<file path="src/rtl/line_buffer_scheduler.sv">
// line_buffer_scheduler
//   Sequences a bank of four 1-row line buffers as a rotating 3x3-window source.
//   One buffer takes the incoming pixel row while the other three are read in lockstep.
//   Optional feature macro: LBS_IRQ_EN adds a sticky frame-done interrupt (irq / irq_clr).
//
// Handshake: a pixel transfers on a rising clock edge where in_valid and in_ready are
// both high (accept = in_valid & in_ready). in_ready is derived from scheduler state
// only and never from in_valid. The source may raise or drop in_valid at any cycle.
// There is no output handshake: a READ burst runs ROW_SIZE consecutive cycles, and the
// line buffers' data is qualified one cycle later by win_valid/win_sel.
module line_buffer_scheduler #(
  parameter int ROW_SIZE = 512,
  parameter int NUM_ROWS = 512
) (
  input  logic       clk,
  input  logic       rst,
  input  logic       in_valid,
  output logic       in_ready,
  output logic [3:0] lb_wr_en,
  output logic [3:0] lb_rd_en,
  output logic [1:0] win_sel,
  output logic       win_valid,
  output logic       frame_done,
`ifdef LBS_IRQ_EN
  output logic       irq,
  input  logic       irq_clr,
`endif
  output logic [1:0] state_dbg
);

  localparam int PW = (ROW_SIZE > 1) ? $clog2(ROW_SIZE) : 1;
  localparam int RW = $clog2(NUM_ROWS + 1);
  localparam logic [PW-1:0] PIX_LAST      = PW'(ROW_SIZE - 1);
  localparam logic [RW-1:0] ROWS_FULL     = RW'(NUM_ROWS);
  localparam logic [RW-1:0] ROWS_LAST_WIN = RW'(NUM_ROWS - 3);

  typedef enum logic [1:0] {
    IDLE = 2'd0,
    READ = 2'd1,
    DONE = 2'd2
  } state_t;

  state_t        state, state_nxt;
  logic [PW-1:0] wr_pix, rd_pix;
  logic [1:0]    wr_buf, rd_buf, rd_buf1, rd_buf2;
  logic [RW-1:0] wr_rows, rd_rows;
  logic [2:0]    rows_avail;
  logic          accept, row_wr_done, row_rd_done, frame_clear;

  // A full bank (4 unconsumed rows) or a fully written frame blocks the source.
  assign in_ready    = (rows_avail != 3'd4) && (wr_rows != ROWS_FULL);
  assign accept      = in_valid & in_ready;
  assign row_wr_done = accept && (wr_pix == PIX_LAST);
  assign row_rd_done = (state == READ) && (rd_pix == PIX_LAST);
  assign frame_clear = (state == DONE);
  assign frame_done  = (state == DONE);
  assign state_dbg   = state;
  assign rd_buf1     = rd_buf + 2'd1;
  assign rd_buf2     = rd_buf + 2'd2;

  // Write-side enable and the three window-buffer read enables.
  always_comb begin
    lb_wr_en = 4'b0000;
    lb_rd_en = 4'b0000;
    if (accept) begin
      lb_wr_en = 4'b0001 << wr_buf;
    end
    if (state == READ) begin
      lb_rd_en[rd_buf]  = 1'b1;
      lb_rd_en[rd_buf1] = 1'b1;
      lb_rd_en[rd_buf2] = 1'b1;
    end
  end

  // Write position: pixel within row, target buffer, rows written this frame.
  always_ff @(posedge clk) begin
    if (rst || frame_clear) begin
      wr_pix  <= '0;
      wr_buf  <= 2'd0;
      wr_rows <= '0;
    end else if (accept) begin
      if (row_wr_done) begin
        wr_pix  <= '0;
        wr_buf  <= wr_buf + 2'd1;
        wr_rows <= wr_rows + RW'(1);
      end else begin
        wr_pix <= wr_pix + PW'(1);
      end
    end
  end

  // Completed rows not yet consumed by a read burst.
  always_ff @(posedge clk) begin
    if (rst || frame_clear) begin
      rows_avail <= 3'd0;
    end else begin
      case ({row_wr_done, row_rd_done})
        2'b10:   rows_avail <= rows_avail + 3'd1;
        2'b01:   rows_avail <= rows_avail - 3'd1;
        default: rows_avail <= rows_avail;
      endcase
    end
  end

  // FSM state register.
  always_ff @(posedge clk) begin
    if (rst) begin
      state <= IDLE;
    end else begin
      state <= state_nxt;
    end
  end

  // FSM next state: a burst starts once three rows are available; the frame
  // ends after the last window row (NUM_ROWS-2 windows per frame).
  always_comb begin
    state_nxt = state;
    case (state)
      IDLE: if (rows_avail >= 3'd3) state_nxt = READ;
      READ: if (row_rd_done) state_nxt = (rd_rows == ROWS_LAST_WIN) ? DONE : IDLE;
      DONE: state_nxt = IDLE;
      default: state_nxt = IDLE;
    endcase
  end

  // Read position: pixel within burst, top-row buffer, window rows read.
  always_ff @(posedge clk) begin
    if (rst || frame_clear) begin
      rd_pix  <= '0;
      rd_buf  <= 2'd0;
      rd_rows <= '0;
    end else if (state != READ) begin
      rd_pix <= '0;
    end else if (row_rd_done) begin
      rd_pix  <= '0;
      rd_buf  <= rd_buf + 2'd1;
      rd_rows <= rd_rows + RW'(1);
    end else begin
      rd_pix <= rd_pix + PW'(1);
    end
  end

  // Window qualifiers aligned with the line buffers' one-cycle read latency.
  always_ff @(posedge clk) begin
    if (rst) begin
      win_sel   <= 2'd0;
      win_valid <= 1'b0;
    end else begin
      win_sel   <= rd_buf;
      win_valid <= (state == READ);
    end
  end

`ifdef LBS_IRQ_EN
  // Sticky frame-done interrupt; a new frame_done beats a simultaneous clear.
  always_ff @(posedge clk) begin
    if (rst) begin
      irq <= 1'b0;
    end else if (frame_done) begin
      irq <= 1'b1;
    end else if (irq_clr) begin
      irq <= 1'b0;
    end
  end
`endif

  // A buffer belonging to the current window is never written.
  a_no_overwrite: assert property (@(posedge clk) disable iff (rst) (lb_wr_en & lb_rd_en) == 4'b0000);

endmodule
</file>
<file path="config.mk">
export PLATFORM = sky130hd
export DESIGN_NAME = line_buffer_scheduler
export DESIGN_NICKNAME = d
export VERILOG_FILES = /design/src/rtl/line_buffer_scheduler.sv
export SDC_FILE = /design/constraint.sdc
export NUM_CORES = 1
export LEC_CHECK = 0
export BUFFER_PORTS_ARGS = -buffer_cell sky130_fd_sc_hd__buf_4
export CAP_MARGIN = 20
export CORE_ASPECT_RATIO = 0.75
export CORE_MARGIN = 5
export CORE_UTILIZATION = 62
export CTS_BUF_LIST = sky130_fd_sc_hd__clkbuf_8
export CTS_CLUSTER_SIZE = 28
export DETAILED_ROUTE_END_ITERATION = 12
export GPL_TIMING_DRIVEN = 0
export PLACE_DENSITY = 0.81
export SLEW_MARGIN = 20
export SYNTH_ARGS = -nofsm -noshare
export SYNTH_HDL_FRONTEND = slang
export SYNTH_SLANG_ARGS = --single-unit
</file>
<file path="constraint.sdc">
create_clock -name clk -period 5.4 [get_ports clk]
set_input_delay 1.08 -clock clk [delete_from_list [all_inputs] [get_ports clk]]
set_output_delay 1.08 -clock clk [all_outputs]
set_load 0.02 [all_outputs]
</file>
==> metrics.md <==
| Metric | Value |
|---|---|
| Status | `complete, no violations` |
| DR pass1 iterations | `5` |
| Detail Route Antenna Nets | `0` |
| Cts repair resizes | `0` |
| Num ports | `18` |
| Final WL | `4770 um` |
| Delay-heaviest family, CP | `simple AND/OR/NAND/NOR gates` |
| First-pass GRT wire length | `8360 um` |
| Required time worst endpoint | `4320 ps` |
| Setup_tns | `0 ps` |
| CTS Root Cell | `clkbuf_8` |
| Reg2reg start | `rd_pix[0]` |
| CP startpoint | `wr_rows[5]` |
| Max Slew Vio Count | `0` |
| Sequential cell area | `1000 sq um` |
| Clk_lat worst skew | `300 ps` |
| RSZ-0062 raised after global routing | `false` |
| Placed Area | `2660 sq um` |
| Max VDD drop | `0.204 mV` |
| Synth Instances | `283` |
| Die area | `5350 sq um` |
| Grt ovf | `0` |
| Yosys reg bits | `50` |
| CTS max path bufs | `2` |
| Die width | `82.8 um` |
| Hold path start | `rd_pix[0]` |
| DRT iter0 DRCs | `74` |
| CTS tree | `built` |
| Residual DRC count | `0` |
| Least-Margin Pin Slew | `490 ps` |
| Avg Synthesized Cell Area | `8.71 sq um` |
| Initial core utilization | `65.7%` |
| Final worst clock skew | `7.87 ps` |
| Multi-input gate area | `1340 sq um` |
| Hold WC Path Type | `flop to flop` |
| Buf/Inv on CP | `2` |
| Worst path slowest cell | `nor4_1` |
| Crit-path max cell delay | `400 ps` |
| Final Hold Vio Count | `0` |
| Wire length per cell | `13.3 um` |
| Worst setup EP type | `output pin` |
| Setup violations, final | `0` |
| Via count | `2041` |
| Sequential fraction of the synthesis area | `40.6%` |
| GRT Util Overall | `18.9%` |
| Pin count of the biggest net entering global routing | `14` |
| Die Ht | `64.6 um` |
| CP Data Arrival Time | `2020 ps` |
| LEAKAGE | `1.02 nW` |
| CTS Buf Count | `5` |
| Nets | `328` |
| Port bufs | `17` |
| Crit path max fanout | `10` |
| Layout Area Growth over Synthesis | `11.2%` |
| Crit share post-route | `57.5%` |
| Pwr Density | `229 nW/um^2` |
| Sink Count | `50` |
| FP Rows | `19` |
| Crit path time final | `3100 ps` |
| Crit path launch type | `flop` |
| Fin area | `2740 sq um` |
| Syn nets | `304` |
| Yosys warning count | `0` |
| Diodes inserted | `0` |
| CTS H-tree depth | `2` |
| Vias per cell | `5.70` |
| Post-Syn Area | `2470 sq um` |
| CTS hold repair buffers | `0` |
| Commonest non-fill, non-tap cell in the layout | `dfxtp_1` |
| Commonest cells after routing, fill and taps aside | `dfxtp_1 (50), nor2_1 (30), a21oi_1 (25)` |
| Post-CTS setup buffers | `0` |
| Slew HR | `67.3%` |
| Overall power | `0.000627 W` |
| Crit-path cells | `nor4_1, nand4_1, clkbuf_1, and2_2, buf_4` |
| Initial antenna violation count | `0` |
| Clk pin slew, worst setup/hold paths | `80 ps` |
| CP Class | `flop to output pin` |
| Share of layout cells above drive strength 1 | `13.4%` |
| F_max | `322 MHz` |
| Core area | `3760 sq um` |
| GPL Wtd Cong | `0.807` |
| Max-Cap Viols | `0` |
| Number of global-route vias before repair | `1858` |
| Library cells used by synthesis | `38` |
| Fill cells | `297` |
| Hpwl dp | `3460 um` |
[layout make-up]
type / count / share of cell area [%]
repair buffers: 17 / 4.66
plain buffers: 11 / 2.56
inverters: 14 / 1.92
well taps: 52 / 2.37
clock buffers: 6 / 3.01
multi-input cells: 208 / 49.0
flip-flops and latches: 50 / 36.5
[stage by stage]
step / hold WS (ps) / utilization [%] / setup WS [ps] / cells
after floorplan: 413 / - / 2780 / 283
after global placement: 426 / 70.8 / 2480 / 352
after detailed placement: 436 / 70.8 / 2390 / 352
after CTS: 448 / 73.0 / 2310 / 358
after global routing: 476 / 73.0 / 2100 / 358
final: 440 / 73.0 / 2300 / 358
[worst paths after layout]
check / slack (ps) / cells after the start / end
setup / recovery: 2300 / 5 / in_ready
hold / removal: 440 / 1 / rd_pix[0]
setup reg to reg: 2400 / 13 / rows_avail[2]
hold reg to reg: 440 / 1 / rd_pix[0]
[worst register-to-register path: stages (launching register included)]
cell and delay (ps):
dfxtp_1 350, ha_1 180, nand3_1 160, nor2_1 190, ha_1 180, nand3b_1 230, inv_1 140, buf_2 240
ha_1 220, inv_1 60, fa_1 380, xor2_1 160, or3_1 300, a21oi_1 140
[sequential cells by signal (all words and copies together) (netlist names), 3 cells and up]
register    cells
rd_pix          9
rd_rows        10
rows_avail      3
wr_pix          9
wr_rows        10
[logic make-up (layout without fill, tap and decap cells)]
logic type / after synthesis / count (layout) / synth area share (%)
DFF: 50 / 50 / 40.6
adders and majority gates: 18 / 18 / 9.44
buffers and inverters: 25 / 48 / 4.97
AOI/OAI and AO/OA: 53 / 53 / 12.4
xor gates and xnor gates: 16 / 16 / 5.68
and+or+nand+nor: 121 / 121 / 26.9
[routing by layer]
metal / GRT usage (%) / part of all wire, %
met3: 4.43 / 4.0
met4: 7.55 / 1.6
met2: 28.9 / 44
met1: 26.0 / 50
met5: 0 / 0
[synth_stat cells (all sizes together)]
cell	count	area, sq um
xor2	9	78.8
a2111oi	1	8.76
nand4	7	43.8
and3	14	92.6
nand3b	1	7.51
nor3	2	10.0
nor4bb	1	10.0
or4	10	77.6
o21ai	16	80.1
nand2b	1	6.26
nand3	18	95.1
a21oi	26	134
clkbuf	5	18.8
or3	8	50.1
nor2b	2	12.5
fa	1	20.0
ha	17	213
a211oi	1	7.51
or3b	1	8.76
and4	3	28.8
nor2	30	113
and2	2	15.0
buf	6	51.3
nor4	3	18.8
xnor2	7	61.3
inv	14	52.6
dfxtp	50	1000
o31ai	8	60.1
nand2	15	56.3
or2	3	18.8
a21o	1	15.0
[power by group]
group          internal (W)  switching [W]
logic             0.0000142      0.0000245
clock network     0.0000990       0.000114
registers          0.000372     0.00000351
(Power assumes the default switching activity.)
